==> src/rtl/led_sweep_top_if.sv <==
// Switch/button inputs and LED outputs of the LED sweep generator.
interface led_sweep_top_if #(
  parameter int NB_SW   = 4,
  parameter int NB_BTN  = 4,
  parameter int NB_LEDS = 4
);
  logic [NB_SW-1:0]   i_sw;
  logic [NB_BTN-1:0]  i_btn;
  logic [NB_LEDS-1:0] o_led;
  logic [NB_LEDS-1:0] o_led_r;
  logic [NB_LEDS-1:0] o_led_g;
  logic [NB_LEDS-1:0] o_led_b;

  modport master (output i_sw, i_btn, input o_led, o_led_r, o_led_g, o_led_b);
  modport slave  (input i_sw, i_btn, output o_led, o_led_r, o_led_g, o_led_b);
endinterface

==> src/rtl/led_sweep_top.sv <==
// LED pattern generator: prescaled flash / single sweep / pair sweep on a selectable RGB channel.
// Define LED_SWEEP_BTN_SYNC_EN to add a 2-flop synchronizer on every button bit.
module led_sweep_top #(
  parameter int NB_SW      = 4,
  parameter int NB_BTN     = 4,
  parameter int NB_COUNTER = 32,
  parameter int NB_LEDS    = 4
) (
  input logic            clock,
  input logic            i_reset,
  led_sweep_top_if.slave bus
);
  typedef enum logic [1:0] {FLASH, SHIFT, PAIR} mode_t;
  typedef enum logic [1:0] {RED, GREEN, BLUE} color_t;

  localparam logic [NB_LEDS-1:0] PAIR_ENDS = {1'b1, {(NB_LEDS-2){1'b0}}, 1'b1};
  localparam logic [NB_LEDS-1:0] LED_ONE   = {{(NB_LEDS-1){1'b0}}, 1'b1};
  localparam logic [NB_LEDS-1:0] LED_MSB   = {1'b1, {(NB_LEDS-1){1'b0}}};

  logic [NB_SW-1:0]      sw;
  logic [NB_BTN-1:0]     btn_s;
  logic [NB_BTN-1:0]     btn_hist_reg;
  logic [NB_BTN-1:0]     btn_edge_reg;
  logic [NB_COUNTER-1:0] counter_reg, counter_next, limit;
  logic [NB_LEDS-1:0]    pattern_reg, pattern_next;
  logic [NB_LEDS-1:0]    led_reg, led_r_reg, led_g_reg, led_b_reg;
  mode_t                 mode_reg, mode_next;
  color_t                color_reg, color_next;

  assign sw = bus.i_sw;

`ifdef LED_SWEEP_BTN_SYNC_EN
  logic [NB_BTN-1:0] sync1_reg, sync2_reg;

  always_ff @(posedge clock or negedge i_reset) begin
    if (!i_reset) begin
      sync1_reg <= '0;
      sync2_reg <= '0;
    end else begin
      sync1_reg <= bus.i_btn;
      sync2_reg <= sync1_reg;
    end
  end

  assign btn_s = sync2_reg;
`else
  assign btn_s = bus.i_btn;
`endif

  always_comb begin
    limit        = {NB_COUNTER{1'b1}} >> sw[2:1];
    mode_next    = mode_reg;
    color_next   = color_reg;
    pattern_next = pattern_reg;
    counter_next = counter_reg;

    if (btn_edge_reg[1])      color_next = RED;
    else if (btn_edge_reg[2]) color_next = GREEN;
    else if (btn_edge_reg[3]) color_next = BLUE;

    // A mode change restarts the step period, so any tick this cycle is dropped.
    if (btn_edge_reg[0]) begin
      counter_next = '0;
      case (mode_reg)
        FLASH: begin
          mode_next    = SHIFT;
          pattern_next = sw[3] ? LED_ONE : LED_MSB;
        end
        SHIFT: begin
          mode_next    = PAIR;
          pattern_next = sw[3] ? ~PAIR_ENDS : PAIR_ENDS;
        end
        default: begin
          mode_next    = FLASH;
          pattern_next = '0;
        end
      endcase
    end else if (!sw[0]) begin
      counter_next = '0;
    end else if (counter_reg >= limit) begin
      counter_next = '0;
      if (mode_reg == SHIFT)
        pattern_next = sw[3] ? {pattern_reg[NB_LEDS-2:0], pattern_reg[NB_LEDS-1]}
                             : {pattern_reg[0], pattern_reg[NB_LEDS-1:1]};
      else
        pattern_next = ~pattern_reg;
    end else begin
      counter_next = counter_reg + 1'b1;
    end
  end

  always_ff @(posedge clock or negedge i_reset) begin
    if (!i_reset) begin
      btn_hist_reg <= '0;
      btn_edge_reg <= '0;
      counter_reg  <= '0;
      pattern_reg  <= '0;
      mode_reg     <= FLASH;
      color_reg    <= RED;
      led_reg      <= LED_ONE;
      led_r_reg    <= '0;
      led_g_reg    <= '0;
      led_b_reg    <= '0;
    end else begin
      btn_hist_reg <= btn_s;
      btn_edge_reg <= btn_s & ~btn_hist_reg;
      counter_reg  <= counter_next;
      pattern_reg  <= pattern_next;
      mode_reg     <= mode_next;
      color_reg    <= color_next;
      // Outputs are loaded from the next-state values so they track state without extra delay.
      case (mode_next)
        SHIFT:   led_reg <= NB_LEDS'(2);
        PAIR:    led_reg <= NB_LEDS'(4);
        default: led_reg <= LED_ONE;
      endcase
      led_r_reg <= (color_next == RED)   ? pattern_next : '0;
      led_g_reg <= (color_next == GREEN) ? pattern_next : '0;
      led_b_reg <= (color_next == BLUE)  ? pattern_next : '0;
    end
  end

  assign bus.o_led   = led_reg;
  assign bus.o_led_r = led_r_reg;
  assign bus.o_led_g = led_g_reg;
  assign bus.o_led_b = led_b_reg;
endmodule

==> src/flat_wrapper.sv <==
// flat-port wrapper written by rule: the top's interface ports become plain ports
module led_sweep_top_flat 
#(
  parameter int NB_SW      = 4,
  parameter int NB_BTN     = 4,
  parameter int NB_COUNTER = 32,
  parameter int NB_LEDS    = 4
)
  (clock, i_reset, bus_i_sw, bus_i_btn, bus_o_led, bus_o_led_r, bus_o_led_g, bus_o_led_b);
  led_sweep_top_if #(.NB_SW(NB_SW), .NB_BTN(NB_BTN), .NB_LEDS(NB_LEDS)) bus_i ();
  input logic clock;
  input logic i_reset;
  input wire logic [$bits(bus_i.i_sw)-1:0] bus_i_sw;
  input wire logic [$bits(bus_i.i_btn)-1:0] bus_i_btn;
  output wire logic [$bits(bus_i.o_led)-1:0] bus_o_led;
  output wire logic [$bits(bus_i.o_led_r)-1:0] bus_o_led_r;
  output wire logic [$bits(bus_i.o_led_g)-1:0] bus_o_led_g;
  output wire logic [$bits(bus_i.o_led_b)-1:0] bus_o_led_b;
  assign bus_i.i_sw = bus_i_sw;
  assign bus_i.i_btn = bus_i_btn;
  assign bus_o_led = bus_i.o_led;
  assign bus_o_led_r = bus_i.o_led_r;
  assign bus_o_led_g = bus_i.o_led_g;
  assign bus_o_led_b = bus_i.o_led_b;
  led_sweep_top #(.NB_SW(NB_SW), .NB_BTN(NB_BTN), .NB_COUNTER(NB_COUNTER), .NB_LEDS(NB_LEDS)) u_core (.clock(clock), .i_reset(i_reset), .bus(bus_i));
endmodule
==> config.mk <==
export PLATFORM = sky130hd
export DESIGN_NAME = led_sweep_top_flat
export DESIGN_NICKNAME = d
export VERILOG_FILES = /design/src/rtl/led_sweep_top_if.sv /design/src/rtl/led_sweep_top.sv /design/src/flat_wrapper.sv
export SDC_FILE = /design/constraint.sdc
export NUM_CORES = 1
export LEC_CHECK = 0
export ABC_AREA = 1
export CAP_MARGIN = 10
export CELL_PAD_IN_SITES_DETAIL_PLACEMENT = 1
export CELL_PAD_IN_SITES_GLOBAL_PLACEMENT = 1
export CORE_AREA = 2 2 90 92
export CTS_BUF_LIST = sky130_fd_sc_hd__clkbuf_16
export DETAILED_ROUTE_END_ITERATION = 7
export DIE_AREA = 0 0 92 94
export DONT_BUFFER_PORTS = 1
export HOLD_SLACK_MARGIN = 0.05
export PLACE_DENSITY = 0.78
export SLEW_MARGIN = 20
export SYNTH_ARGS = -nofsm -noshare
export SYNTH_HDL_FRONTEND = slang
export SYNTH_SLANG_ARGS = --single-unit
==> constraint.sdc <==
create_clock -name clock -period 2 [get_ports clock]
set_input_delay 0.2 -clock clock [delete_from_list [all_inputs] [get_ports clock]]
set_output_delay 0.2 -clock clock [all_outputs]
set_load 0.02 [all_outputs]
==> metrics, run 1 <==
Yosys top cell area share=around 50%; worst endpoint required time=2.24 ns; Crit. End Element=flop; Final Util=roughly 47%; register area share after synthesis=between 50% and 60%; H-tree Lvls=3; Initial DRC Count=~120; antenna viol nets, final=0; Worst Setup SP=u_core.counter_reg[30]; site row count=32; Clk Latency, worst-skew pair=0.33 ns; first drt pass iteration count=4; Ports=26; Final Critical Period=around 1.8 ns; EDFF count, synth=0; ANT cells=0; peak supply drop=0.548 mV; crit path kind=flop to flop; area grow syn2layout=17.5%; Seq cells post-synth=between 60 and 70; Hold Path Depth=2; DRC=0; syn_nets=~360; Hold Crit Class=primary input to flop; Clock Sinks=63; Fin. Hold Viols=0; GRT Overall Usage=17.9%; leakage power total=1.69 nW; R2R depth=6; worst hold start=bus_i_sw[0]; first-pass GRT wire length=approximately 12000 µm; Initial Utilization=39.8%; clk slew on worst S/H paths=about 0.060 ns; Placer Congestion=roughly 0.84; Core Box Area=between 7000 and 8000 µm²; Syn Inst Count=340; CP Max Fanout=18; Netlist cell types=33; final slew viol count=0; DIE WIDTH=roughly 92 µm; Setup Viol. Count Final=0; post-synthesis async set-or-reset flop share=100%; cts bufs inserted=9; Top FF cell, synth=dfrtp_1; initial antenna violation count=0; vias in the first global route=roughly 2500; WP data arrival=2.07 ns; worst setup slack after layout=about 0.17 ns; ranking of synthesized cells by area=dfrtp_1, nor2_1, nand2_1, inv_1, a21oi_1; clock root buffer=clkbuf_16; post-CTS setup buffer count=0; Nets=approximately 370; hold_ws=about 0.08 ns; final wirelength=~6800 µm; Final Skew=0.00516 ns; Die ar.=~8600 µm²; vias=approximately 2300; largest net degree at the start of global routing=64; CP Launch Type=flop; dpl hpwl=slightly below 5000 µm; Yosys warning total=0; crit share post-route=roughly nine tenths; vias per std cell=4.90; share of layout cells above drive strength 1=approximately 14%; pre-CTS WS=0.0645 ns; Post-Syn Area=around 3000 µm²; max-cap check violation count=0; Largest register FFs=32; Max Fclk=547 MHz; Max clock buf depth=2; Post-synth top cells=nor2_1, dfrtp_1, nand2_1, inv_1; routed length per instance=14.6 µm; reg2reg start=u_core.counter_reg[30]; top cell type by total area after synthesis=dfrtp_1; port bufs=0; top-count cell post-synth=nor2_1; syn_area_per_cell=8.89 µm²; Power per Cell Area=slightly above 900 nW/µm²; gr ovfl total=0; die height=~94 µm; CTS tree=done; outcome=finished clean
## power breakdown
group          internal [W]  switching (W)
combinational     0.0000745       0.000155
clock              0.000979       0.000619
sequential          0.00135      0.0000838
## final timing paths
| path | to | slack, ns |
|---|---|---|
| setup reg to reg | u_core.counter_reg[2] | 0.17 |
| setup / recovery | u_core.counter_reg[2] | 0.17 |
| hold reg to reg | u_core.btn_edge_reg[2] | 0.40 |
| hold / removal | u_core.counter_reg[24] | 0.08 |
| max in group asynchronous | u_core.bus.o_led[0] | 1.29 |
| min in group asynchronous | u_core.counter_reg[16] | 0.40 |
## layout by cell type, fill, tap and decap left out, drive strengths merged
| master | instances |
|---|---|
| conb | 1 |
| o21ai | 9 |
| nor4 | 1 |
| o22ai | 3 |
| nor3b | 3 |
| clkbuf | 9 |
| xor2 | 9 |
| buf | 3 |
| nand4 | 8 |
| a21oi | 19 |
| nand3 | 21 |
| bufinv | 1 |
| xnor2 | 6 |
| clkinv | 1 |
| nor2 | 77 |
| a31oi | 1 |
| nand2 | 63 |
| nor3 | 7 |
| or2 | 1 |
| clkinvlp | 1 |
| dlygate4sd3 | 5 |
| a21o | 1 |
| ha | 6 |
| o21a | 1 |
| dfstp | 1 |
| inv | 41 |
| dfrtp | 62 |
## kinds of logic (layout without fill, tap and decap cells)
family | after synthesis | count (layout) | synth area share, %
xor gates and xnor gates | 15 | 15 | 4.34
DFF | 63 | 63 | 52.2
and+or+nand+nor | 181 | 181 | 29.6
adders and majority gates | 6 | 6 | 2.48
buffers and inverters | 40 | 61 | 5.17
AOI/OAI and AO/OA | 34 | 34 | 6.08
other | 1 | 1 | 0.124
## worst max-delay path, stage by stage (launching register included)
cell and delay (ns):
dfrtp_1 0.41, ha_1 0.30, a21o_1 0.21, a21oi_4 0.19, nand4_4 0.18, buf_4 0.25
nor3b_1 0.19
## metrics by stage
stage | cells | total power [W] | setup TNS (ns) | cell area, µm²
2_1_floorplan | 340 | 0.00159 | 0 | 3020
3_3_place_gp | 441 | 0.00163 | 0 | 3150
3_5_place_dp | 441 | 0.00164 | 0 | 3150
4_1_cts | 463 | 0.00329 | 0 | 3530
5_1_grt | 463 | 0.00339 | -0.00290 | 3550
6_report | 463 | 0.00326 | 0 | 3550
## routing by layer
metal | share of wire (%) | routed length [µm] | track usage, % | vias up
li1 | - | - | - | 1121
met1 | 44 | 2990 | 21.9 | 1102
met2 | 50 | 3420 | 30.1 | 41
met3 | 4.2 | 283 | 4.98 | 7
met4 | 1.3 | 90 | 6.72 | 0
met5 | 0 | 0 | 0 | -
## timing repair
action | in CTS | in global routing
endpoints found under the setup margin | 0 | 7
resized for setup | 0 | 4
hold buffers | 6 | 0
endpoints found under the hold margin | 71 | 0
## cell type report
type	count	area (µm²)
multi-input cells	237	1320
clock inverters	7	77.6
inverters	37	139
fillers	878	4050
clock buffers	9	225
repair buffers	8	92.6
well taps	102	128
flip-flops and latches	63	1580
No activity file was read; power rests on OpenSTA's default activity.
==> run 2: changes to the inputs <==
Clock period 2 ns to 2.3 ns, I/O delays scaled along.
==> run 2 against run 1 <==
Compared with the run above:
- sequential power is 13% lower
- largest power group unchanged
- power is 10% lower
- critical endpoint is now u_core.counter_reg[25]
- clock-buffer cell count stayed put
==> metrics, run 2 (same netlist as run 1, synthesis figures left out) <==
outcome=finished clean; Ports=26; cts bufs inserted=9; hold_ws=roughly 0.11 ns; max-cap check violation count=0; DRC=0; antenna viol nets, final=0; clock share of power=50.7%; ANT cells=0; area grow syn2layout=17.6%; crit path kind=flop to flop; cell area after placement=3150 µm²; CP Launch Type=flop; CP Max Fanout=21; slowest cell on the critical path=dfrtp_1; Setup Viol. Count Final=0; Final Critical Period=approximately 1.9 ns; dpl hpwl=between 4000 and 5000 µm; Die ar.=a little under 9000 µm²; Largest stage delay, worst path=0.41 ns; CP Cell Sequence=ha_1 > a21o_1 > a21oi_2 > nand4_2 > buf_4 > a21oi_1 > o21a_1; Nets=between 300 and 400; initial antenna violation count=0; Largest register FFs=32; reg2reg setup slack=0.43 ns; Final Skew=0.00730 ns; P_int=between 0.002 and 0.0025 W; first-pass GRT wire length=between 10000 and 15000 µm; Final Util=a little under half; routed length per instance=approximately 14 µm; R2R depth=7; Crit. End Element=flop; Max Fclk=between 500 and 600 MHz; vias=about 2300; Worst R2R End=u_core.counter_reg[25]; final wirelength=6570 µm; Max clock buf depth=2; Worst Hold End=u_core.counter_reg[21]; peak supply drop=between 0.7 and 0.8 mV; Slew Limit Headroom=between 50% and 60%; Worst-Margin Slew=0.596 ns; Placer Congestion=slightly below 0.8; Gate power share=between 6 and 7%; leakage power total=about 1.7 nW; Initial Utilization=about 40%; worst endpoint required time=2.56 ns; vias in the first global route=between 2000 and 3000; Initial DRC Count=85; Hold Path Depth=2; TNS Setup=0 ns; final slew viol count=0; share of layout cells above drive strength 1=about 14%; CTS tree=done; switching part of the total power=around 25%; Core Box Area=between 7000 and 8000 µm²; vias per std cell=4.95; gr ovfl total=0; most common cell after layout, fill and taps aside=nor2_1; Fin. Hold Viols=0; Power Total=just under 0.003 W; site row count=32; fin area=3560 µm²; H-tree Lvls=3; clock root buffer=clkbuf_16; Clock Sinks=63; GRT Overall Usage=roughly 18%; switching pwr=a little over 0.0007 W; RSZ-0062 raised after global routing=false; Clk Latency, worst-skew pair=between 0.3 and 0.4 ns; Hold Crit Class=primary input to flop; die height=94 µm; first drt pass iteration count=4; crit share post-route=81.3%; clk slew on worst S/H paths=~0.06 ns; reg2reg start=u_core.counter_reg[30]; Power per Cell Area=820 nW/µm²; port bufs=0; worst hold start=bus_i_sw[0]; largest net degree at the start of global routing=64; commonest non-fill, non-tap cells in the layout=nor2_1, dfrtp_1, nand2_1; sequential fraction of design power=42.6%; filler cell count=901; WP data arrival=approximately 2.1 ns; DIE WIDTH=slightly above 90 µm
run 2: layout make-up:
| class | count | area (µm²) | area share [%] |
|---|---|---|---|
| Tap cell | 102 | 128 | 3.59 |
| Clock inverter | 7 | 104 | 2.92 |
| Inverter | 37 | 139 | 3.91 |
| Clock buffer | 9 | 225 | 6.33 |
| Timing Repair Buffer | 8 | 92.6 | 2.60 |
| Multi-Input combinational cell | 237 | 1290 | 36.3 |
| Sequential cell | 63 | 1580 | 44.4 |
run 2: worst max-delay path by stage:
stage	depth (start not counted)	endpoint	slack [ns]	from
finish	7	u_core.counter_reg[25]	0.43	u_core.counter_reg[30]
global route	12	u_core.bus.o_led_g[3]	0.25	u_core.counter_reg[0]
CTS	7	u_core.counter_reg[25]	0.41	u_core.counter_reg[30]
detailed placement	11	u_core.counter_reg[25]	0.38	bus_i_sw[1]
global placement	11	u_core.counter_reg[25]	0.43	bus_i_sw[1]
floorplan	13	u_core.bus.o_led_r[3]	0.59	bus_i_sw[1]
run 2: metal layers:
metal	vias to the layer above	wire (µm)	GRT usage [%]
met4	0	99	6.34
met3	8	186	4.49
met1	1142	2900	21.9
met5	-	0	0
met2	26	3390	31.0
li1	1115	-	-
run 2: repair_timing:
item                      in CTS  in global routing
setup buffers                  0                  0
resized for setup              0                  0
hold buffers                   6                  0
hold endpoints to repair      71                  0
run 2: power groups by stage:
stage / clock network [W] / registers (W) / logic, W
after CTS: 0.00151 / 0.00124 / 0.000200
after global placement: 0 / 0.00126 / 0.000153
after floorplan: 0 / 0.00125 / 0.000128
final: 0.00148 / 0.00124 / 0.000195
after global routing: 0.00156 / 0.00125 / 0.000231
after detailed placement: 0 / 0.00126 / 0.000162
run 2: metrics by stage:
stage	setup slack [ns]	std cells
after detailed placement	0.380	441
after CTS	0.411	463
final	0.430	463
after global placement	0.434	441
after floorplan	0.590	340
after global routing	0.248	463
run 2: worst max-delay path, delay by kind of cell (launching register included):
kind            cells  cell delay [ns]
compound gates      4             0.67
fa+ha+maj           1             0.31
flops               1             0.41
buf+inv             1             0.24
simple gates        1             0.17
==> run 3: changes to the inputs <==
Clock period 2.3 ns to 1.75 ns, I/O delays scaled along.
==> run 3 against run 2 <==
Compared with the run above:
- design area up 13%
- sequential power grew 32%
- die area unchanged
- combinational power up 78%
- the run now ends with negative setup slack left
- critical path depth up 3
- flip-flop and latch count is the same
- critical endpoint is now u_core.counter_reg[30]
==> metrics, run 3 (same netlist as run 1, synthesis figures left out) <==
die height=between 90 and 100 µm; worst setup slack after layout=-0.0586 ns; GRT Overall Usage=19.3%; filler cell count=~860; cts bufs inserted=9; Max clock buf depth=2; leakage power total=~1.9 nW; Final Non-Filler Cells=about 490; sequential fraction of design power=approximately 44%; Final Critical Period=1.81 ns; Hold Crit Class=primary input to flop; site row count=32; cell count along the critical path=10; clock root buffer=clkbuf_16; commonest non-fill, non-tap cells in the layout=nor2_1, dfrtp_1, nand2_1; Clk Latency, worst-skew pair=roughly 0.33 ns; worst endpoint required time=around 2 ns; CP Max Fanout=3; P_int=0.00277 W; Clock Sinks=63; Largest stage delay, worst path=between 0.3 and 0.4 ns; most common cell after layout, fill and taps aside=nor2_1; peak supply drop=approximately 0.67 mV; Placer Congestion=between 0.8 and 0.9; Ports=26; RSZ-0062 raised after global routing=true; antenna viol nets, final=0; initial antenna violation count=0; final wirelength=8500 µm; Worst R2R End=u_core.counter_reg[30]; clk slew on worst S/H paths=approximately 0.060 ns; Crit. End Element=flop; CTS tree=done; Core Box Area=approximately 7600 µm²; Worst Path Buf+Inv=2; Max Fclk=553 MHz; Slew Limit Headroom=around 44%; R2R depth=10; CP Cell Sequence=ha_2 > nand2_2 > nor2_4 > buf_6 > nand4_1 > nor4_2 > buf_4 > nand3_2 > nand2_1 > nor2_1; vias per std cell=approximately 5.2; max-cap check violation count=0; Power per Cell Area=939 nW/µm²; Fin. Hold Viols=0; reg2reg start=u_core.counter_reg[1]; gr ovfl total=0; slowest cell on the critical path=dfrtp_1; crit path kind=flop to flop; reg2reg setup slack=-0.06 ns; Die ar.=8650 µm²; vias in the first global route=~2700; port bufs=0; Nets=~400; Setup Viol. Count Final=13; Worst Setup SP=u_core.counter_reg[1]; H-tree Lvls=3; switching part of the total power=a little over a quarter; final slew viol count=0; ANT cells=0; DRC=0; switching pwr=~0.00099 W; share of layout cells above drive strength 1=between 20% and 30%; Final Skew=roughly 0.011 ns; placed cells=approximately 460; largest net degree at the start of global routing=between 60 and 70; crit share post-route=103%; DIE WIDTH=92 µm; Worst Setup EP=u_core.counter_reg[30]; outcome=finished, violations left; Largest register FFs=32; area grow syn2layout=32.5%; vias=2542; routed length per instance=around 17 µm; clock share of power=between 40% and 50%; Gate power share=under 10%; first drt pass iteration count=4; dpl hpwl=around 4900 µm; Worst-Margin Slew=0.828 ns; failing checks=negative setup slack; Initial Utilization=between 30 and 40%; Initial DRC Count=approximately 140; CP Launch Type=flop; Crit path max-delay family=simple AND/OR/NAND/NOR gates; WP data arrival=a little over 2 ns; first-pass GRT wire length=around 13000 µm; Final Util=between 50% and 60%
[run 3: through the flow]
stage	TNS (ns)	hold WS, ns	total power (W)	worst slack [ns]	cell area, µm²
4_1_cts	0	0.134	0.00373	0.0134	3760
3_3_place_gp	-0.0123	-0.118	0.00188	-0.00673	3270
2_1_floorplan	0	-0.121	0.00181	0.0751	3020
5_1_grt	-2.45	0.128	0.00391	-0.127	4010
3_5_place_dp	-0.589	-0.118	0.00189	-0.107	3270
6_report	-0.253	0.125	0.00376	-0.0586	4010
[run 3: worst min-delay path, stage by stage]
cell	delay, ns
nand3_2	0.08
nand3_4	0.11
nand2_2	0.05
[run 3: repair_timing]
item	in CTS	in global routing
hold endpoints to repair	72	0
setup endpoints to repair	34	46
gates resized for setup	11	45
setup buffers	5	9
hold buffers	7	0
pin swaps	4	13
[run 3: metal layers]
layer | GRT usage (%) | share of wire (%)
met5 | 0 | 0
met2 | 35.9 | 55
met1 | 21.3 | 41
met3 | 5.46 | 3.0
met4 | 5.72 | 1.6
[run 3: power groups by stage]
stage	logic (W)	registers [W]	clock network [W]
2_1_floorplan	0.000168	0.00165	0
3_3_place_gp	0.000219	0.00166	0
3_5_place_dp	0.000232	0.00166	0
4_1_cts	0.000298	0.00164	0.00180
5_1_grt	0.000389	0.00165	0.00188
6_report	0.000348	0.00164	0.00178
[run 3: area by class of cell]
type / instances / area [µm²] / area share (%)
Clock buffer: 9 / 225 / 5.62
Sequential cell: 63 / 1580 / 39.4
Tap cell: 102 / 128 / 3.18
Timing Repair Buffer: 38 / 344 / 8.59
Inverter: 37 / 144 / 3.59
Multi-Input combinational cell: 237 / 1510 / 37.8
Clock inverter: 7 / 72.6 / 1.81
[run 3: worst min path at each step]
stage | startpoint | endpoint | slack, ns | cells after the start
finish | bus_i_sw[0] | u_core.pattern_reg[2] | 0.12 | 3
global route | bus_i_sw[0] | u_core.pattern_reg[2] | 0.13 | 3
CTS | bus_i_sw[0] | u_core.pattern_reg[0] | 0.13 | 3
detailed placement | i_reset | u_core.counter_reg[4] | -0.12 | 0
global placement | i_reset | u_core.counter_reg[6] | -0.12 | 0
floorplan | i_reset | u_core.btn_edge_reg[0] | -0.12 | 0
